### config.mk
export PLATFORM = sky130hd
export DESIGN_NAME = spi_master_param
export DESIGN_NICKNAME = d
export VERILOG_FILES = /design/src/rtl/spi_master_param.sv
export SDC_FILE = /design/constraint.sdc
export NUM_CORES = 1
export LEC_CHECK = 0
export ABC_AREA = 1
export CAP_MARGIN = 20
export CORE_ASPECT_RATIO = 1.75
export CORE_MARGIN = 10
export CORE_UTILIZATION = 50
export CTS_CLUSTER_SIZE = 25
export DETAILED_ROUTE_END_ITERATION = 12
export PLACE_DENSITY = 0.73
export SETUP_SLACK_MARGIN = 0.05
export SYNTH_ARGS = -nofsm -noshare
export SYNTH_HDL_FRONTEND = slang
export SYNTH_SLANG_ARGS = --single-unit
### constraint.sdc
create_clock -name clk -period 2.7 [get_ports clk]
set_clock_uncertainty 0.1 [all_clocks]
set_input_delay 0.54 -clock clk [delete_from_list [all_inputs] [get_ports clk]]
set_output_delay 0.54 -clock clk [all_outputs]
set_load 0.02 [all_outputs]
### src/rtl/spi_master_param.sv
// rtl/spi_master_param.sv - parameterised SPI master, one word per start, optional held chip-select
// Optional feature: define SPIM_LOOPBACK_EN to add the loopback input (receive path samples internal mosi).
module spi_master_param #(
    parameter int DATA_W = 8,
    parameter int NUM_CS = 1,
    parameter int SEL_W  = 3
) (
    input  logic              clk,
    input  logic              reset,
`ifdef SPIM_LOOPBACK_EN
    input  logic              loopback,
`endif
    input  logic              start,
    input  logic [DATA_W-1:0] data_in,
    input  logic [SEL_W-1:0]  cs_sel,
    input  logic [1:0]        mode,
    input  logic              lsb_first,
    input  logic              cont,
    input  logic [15:0]       div_factor,
    input  logic              miso,
    output logic              mosi,
    output logic              sclk,
    output logic [NUM_CS-1:0] cs_n,
    output logic [DATA_W-1:0] data_out,
    output logic              busy,
    output logic              avail
);

    localparam logic [2:0] IDLE  = 3'd0;
    localparam logic [2:0] SETUP = 3'd1;
    localparam logic [2:0] XFER  = 3'd2;
    localparam logic [2:0] DONE  = 3'd3;
    localparam logic [2:0] HOLD  = 3'd4;

    localparam int            EW        = $clog2(2 * DATA_W);
    localparam logic [EW-1:0] LAST_EDGE = EW'(2 * DATA_W - 1);

    logic [2:0]        state_q, state_d;
    logic [15:0]       cnt_q, cnt_d, h_q, h_d;
    logic [EW-1:0]     edge_q, edge_d;
    logic [DATA_W-1:0] tx_q, tx_d, rx_q, rx_d, data_out_q, data_out_d;
    logic [SEL_W-1:0]  sel_q, sel_d;
    logic              cpol_q, cpol_d, cpha_q, cpha_d, lsb_q, lsb_d, cont_q, cont_d;
    logic              sclk_q, sclk_d, mosi_q, mosi_d, avail_q, avail_d;

    logic              h_end, rx_bit, ld_lsb, ld_cpha, leading, do_sample, do_drive;

    function automatic logic head_bit(input logic [DATA_W-1:0] w, input logic lsb);
        return lsb ? w[0] : w[DATA_W-1];
    endfunction

    function automatic logic [DATA_W-1:0] shift_word(input logic [DATA_W-1:0] w, input logic lsb);
        return lsb ? (w >> 1) : (w << 1);
    endfunction

`ifdef SPIM_LOOPBACK_EN
    assign rx_bit = loopback ? mosi_q : miso;
`else
    assign rx_bit = miso;
`endif

    always_comb begin
        state_d    = state_q;
        cnt_d      = cnt_q;
        h_d        = h_q;
        edge_d     = edge_q;
        tx_d       = tx_q;
        rx_d       = rx_q;
        data_out_d = data_out_q;
        sel_d      = sel_q;
        cpol_d     = cpol_q;
        cpha_d     = cpha_q;
        lsb_d      = lsb_q;
        cont_d     = cont_q;
        sclk_d     = sclk_q;
        mosi_d     = mosi_q;
        avail_d    = 1'b0;

        h_end     = (cnt_q == h_q - 16'd1);
        leading   = ~edge_q[0];
        do_sample = cpha_q ? ~leading : leading;
        do_drive  = cpha_q ? leading : (~leading && (edge_q != LAST_EDGE));

        // A start from HOLD keeps the held slave, mode and bit order
        ld_lsb  = (state_q == IDLE) ? lsb_first : lsb_q;
        ld_cpha = (state_q == IDLE) ? mode[0]   : cpha_q;

        if ((state_q == SETUP) || (state_q == XFER) || (state_q == DONE)) begin
            cnt_d = h_end ? 16'd0 : cnt_q + 16'd1;
        end

        case (state_q)
            IDLE, HOLD: begin
                if (start) begin
                    if (state_q == IDLE) begin
                        sel_d  = cs_sel;
                        cpol_d = mode[1];
                        cpha_d = mode[0];
                        lsb_d  = lsb_first;
                        sclk_d = mode[1];
                    end
                    h_d    = (div_factor == 16'd0) ? 16'd1 : div_factor;
                    cont_d = cont;
                    cnt_d  = 16'd0;
                    edge_d = '0;
                    rx_d   = '0;
                    // CPHA=0 presents the first bit before the first clock edge
                    if (!ld_cpha) begin
                        mosi_d = head_bit(data_in, ld_lsb);
                        tx_d   = shift_word(data_in, ld_lsb);
                    end else begin
                        tx_d   = data_in;
                    end
                    state_d = SETUP;
                end
            end
            SETUP: begin
                if (h_end) state_d = XFER;
            end
            XFER: begin
                if (h_end) begin
                    sclk_d = ~sclk_q;
                    edge_d = edge_q + EW'(1);
                    if (do_sample) begin
                        rx_d = lsb_q ? {rx_bit, rx_q[DATA_W-1:1]} : {rx_q[DATA_W-2:0], rx_bit};
                    end
                    if (do_drive) begin
                        mosi_d = head_bit(tx_q, lsb_q);
                        tx_d   = shift_word(tx_q, lsb_q);
                    end
                    if (edge_q == LAST_EDGE) begin
                        edge_d  = '0;
                        state_d = DONE;
                    end
                end
            end
            DONE: begin
                if (h_end) begin
                    data_out_d = rx_q;
                    avail_d    = 1'b1;
                    state_d    = cont_q ? HOLD : IDLE;
                end
            end
            default: state_d = IDLE;
        endcase
    end

    always_ff @(posedge clk) begin
        if (reset) begin
            state_q    <= IDLE;
            cnt_q      <= '0;
            h_q        <= '0;
            edge_q     <= '0;
            tx_q       <= '0;
            rx_q       <= '0;
            data_out_q <= '0;
            sel_q      <= '0;
            cpol_q     <= 1'b0;
            cpha_q     <= 1'b0;
            lsb_q      <= 1'b0;
            cont_q     <= 1'b0;
            sclk_q     <= 1'b0;
            mosi_q     <= 1'b0;
            avail_q    <= 1'b0;
        end else begin
            state_q    <= state_d;
            cnt_q      <= cnt_d;
            h_q        <= h_d;
            edge_q     <= edge_d;
            tx_q       <= tx_d;
            rx_q       <= rx_d;
            data_out_q <= data_out_d;
            sel_q      <= sel_d;
            cpol_q     <= cpol_d;
            cpha_q     <= cpha_d;
            lsb_q      <= lsb_d;
            cont_q     <= cont_d;
            sclk_q     <= sclk_d;
            mosi_q     <= mosi_d;
            avail_q    <= avail_d;
        end
    end

    // Out-of-range selects decode to no line, so the word runs with all cs_n high
    always_comb begin
        cs_n = '1;
        if (state_q != IDLE) begin
            for (int i = 0; i < NUM_CS; i++) begin
                if (sel_q == SEL_W'(i)) cs_n[i] = 1'b0;
            end
        end
    end

    assign busy     = (state_q == SETUP) || (state_q == XFER) || (state_q == DONE);
    assign sclk     = sclk_q;
    assign mosi     = mosi_q;
    assign data_out = data_out_q;
    assign avail    = avail_q;

endmodule

==> results.txt <==
DRC violations left: 0
maximum number of pins on one net before global-route repair: 26
overall die height: 142 um
proportion of layout cells with a drive suffix above 1: 0.0875
total number of placement rows: 44
antenna violations before repair: 0
Post-Route Setup TNS: 0 ns
Total Nets Final: 730
shortest period the worst path allows: 2.52 ns
worst min-delay path category: reg2reg
share of the clock period used by the worst path after layout: 0.932
Num Clock Sinks: 72
Power Dens Cells: 1090 nW/um2
top cell type's share of synthesized area: 0.341
remaining max-slew budget at the tightest pin: 0.524
Avg Cell Area, Syn: 6.61 um2
clock-pin slew of the registers on the worst-case setup and hold paths: 0.06 ns
Setup violations, final: 0
Synth warnings: 0
start point of the worst min-delay path: data_out[0]$_SDFFE_PP0P_
startpoint class of the critical path: register
Max FO, Critical Path: 15
delay of the slowest cell on the worst path: 0.36 ns
filler instances: 768
wire length of the first global-routing pass: 19400 um
library cell with the largest summed area after synthesis: sky130_fd_sc_hd__dfxtp_1
total count of hold-check failures in the final report: 0
via count of the first global-routing pass: 4218
main area contributors after synthesis: sky130_fd_sc_hd__dfxtp_1 34%, sky130_fd_sc_hd__nand2_1 13%, sky130_fd_sc_hd__inv_1 7.3%, sky130_fd_sc_hd__nand3_1 5.8%, sky130_fd_sc_hd__nor2_1 5.8%
number of distinct library cell variants in the gate-level netlist after synthesis: 38
buffers plus inverters on the worst setup path: 2
Worst Hold Path Cells: 2
clock buffer depth: 2
Final Worst Setup Slack: 0.184 ns
placeable core region: 8260 um2
die area: 12700 um2
DPL Wire Length: 9550 um
first-pass detailed-route iteration total: 5
# IOs: 48
type of the worst setup path: reg2reg
sequence of cells on the critical path: inv_1, nand2_1, nor2_1, o21ai_0, nand2_1, nand3_1, nor3_2, nand2_2, nand2_4, nand3_2, inv_1, nand2_1, a21oi_1
wire per inst: 15.3 um
level count of the clock H-tree: 3
CP most frequent cell: sky130_fd_sc_hd__nand2_1
global placement routability congestion: 1.00
cell type group with the largest total delay on the critical path: simple AND/OR/NAND/NOR gates
reg-to-reg slack, setup: 0.18 ns
data arrival time of the worst path: 2.67 ns
total overflow reported by the global router: 0
proportion of synthesized chip area in sequential cells: 0.341
clock tree from TritonCTS: yes
FF-to-FF End: edge_q[2]$_SDFFE_PP0P_
number of port buffers: 47
syn_nets: 678
number of violations of the max-capacitance limit: 0
static power due to leakage: 0.00225 uW
library cell used as clock root buffer: sky130_fd_sc_hd__clkbuf_16
post-synthesis instance total: 640
area growth from synthesis to final layout: 22.1%
number of DRC markers after the initial detailed-route iteration: 222
later-pin clock latency in the skew report: 0.34 ns
WHS Endpoint: data_out[0]$_SDFFE_PP0P_
All-Layer GR Usage: 0.196
Antenna Diode Count: 0
drt total wl: 12100 um
cell area after synthesis: 4230 um2
effective utilization at floorplan: 0.512
detailed-route vias per instance: 5.56
most common cell after layout, fill and taps aside: sky130_fd_sc_hd__nand2_1
critical register-to-register path startpoint: h_q[2]$_SDFFE_PP0P_
Final Max Slew Viols: 0
die boundary width: 89.5 um
slew at the pin with the worst max-slew slack: 0.707 ns
Final ANT Viol Nets: 0
total of flip-flops plus latches after synthesis: 72
slowest cell on the critical path: sky130_fd_sc_hd__dfxtp_1
# hold bufs at CTS: 0
minimum setup slack after placement: 0.136 ns
vias post-DR: 4389
result of the run: complete, no violations
Max VDD drop: 0.576 mV
CTS buffer count: 9
timing-limited maximum frequency: 397 MHz
commonest cells after routing, fill and taps aside: 147 x sky130_fd_sc_hd__nand2_1, 82 x sky130_fd_sc_hd__inv_1, 72 x sky130_fd_sc_hd__dfxtp_1
Crit. End Element: register
worst endpoint required time: 2.85 ns
unrepaired setup endpoints after global routing: true
r2r worst-path depth: 13
-- worst min-delay path, delay by kind of cell, from the launching register on --
kind,cells,cell delay (ns)
AO/OA/AOI/OAI,1,0.05
flip-flops,1,0.31
buffers and inverters,1,0.05
-- final cells by class --
class | instances | area (um2) | share of cell area
flip-flops and latches | 72 | 1440 | 0.279
repair buffers | 60 | 568 | 0.110
clock inverters | 7 | 104 | 0.0201
inverters | 88 | 330 | 0.0640
clock buffers | 9 | 225 | 0.0436
well taps | 92 | 115 | 0.0223
multi-input cells | 461 | 2380 | 0.461
-- cell usage after synthesis (all sizes together) --
cell      n
nand2   155
inv      87
nor2     75
dfxtp    72
nand3    51
o21ai    42
a21oi    36
nand4    24
o22ai    18
xor2     17
clkbuf   12
nor3      9
a31oi     7
buf       7
nor4      6
o211ai    5
xnor2     4
ha        3
nor3b     3
nand3b    2
or2       2
a221oi    1
a22oi     1
clkinv    1
-- sequential cells by signal, summed over array words and instances (netlist names) --
register,count
rx_q,8
cpha_q,1
sclk,1
tx_q,8
cont_q,1
avail,1
edge_q,4
h_q,16
data_out,8
mosi,1
lsb_q,1
state_q,3
sel_q,3
cnt_q,16
-- where the power goes --
part / switching, uW / total, uW / internal [uW]
sequential: 197 / 1490 / 1290
clock: 470 / 1290 / 819
combinational: 1840 / 2830 / 987
-- worst max path at each step --
stage,startpoint,to,cells past startpoint
floorplan,h_q[0]$_SDFFE_PP0P_,rx_q[0]$_SDFFE_PP0P_,14
CTS,state_q[0]$_SDFFE_PP0P_,cs_n,4
detailed placement,h_q[0]$_SDFFE_PP0P_,edge_q[2]$_SDFFE_PP0P_,14
global placement,h_q[1]$_SDFFE_PP0P_,tx_q[3]$_SDFFE_PP0P_,13
finish,h_q[2]$_SDFFE_PP0P_,edge_q[2]$_SDFFE_PP0P_,13
global route,h_q[0]$_SDFFE_PP0P_,edge_q[2]$_SDFFE_PP0P_,16
-- cell families after synthesis --
| family | synth area share |
|---|---|
| AOI/OAI and AO/OA | 0.142 |
| DFF | 0.341 |
| buffers and inverters | 0.0991 |
| and+or+nand+nor | 0.364 |
| adders and majority gates | 0.00888 |
| xor gates and xnor gates | 0.0453 |
-- metal layers --
layer  routed length (um)  global-route usage  share of wire
met5                    0                   0              0
met4                  700               0.131          0.058
met2                 6420               0.354           0.53
met3                  652              0.0424          0.054
met1                 4290               0.188           0.36
-- what timing repair did --
item / 4_1_cts / 5_1_grt
buffers inserted: 0 / 1
endpoints found under the hold margin: 0 / 0
resized for setup: 0 / 3
endpoints found under the setup margin: 0 / 23
-- metrics by stage --
stage	power, uW	utilization	instance area, um2	hold WS, ns	std cells
after floorplan	3510	-	4230	0.329	640
after global placement	4220	0.583	4820	0.336	772
after detailed placement	4260	0.583	4820	0.334	772
after CTS	5570	0.623	5140	0.344	788
after global routing	6020	0.625	5160	0.368	789
final	5610	0.625	5160	0.341	789
No activity file was read; power rests on OpenSTA's default activity.
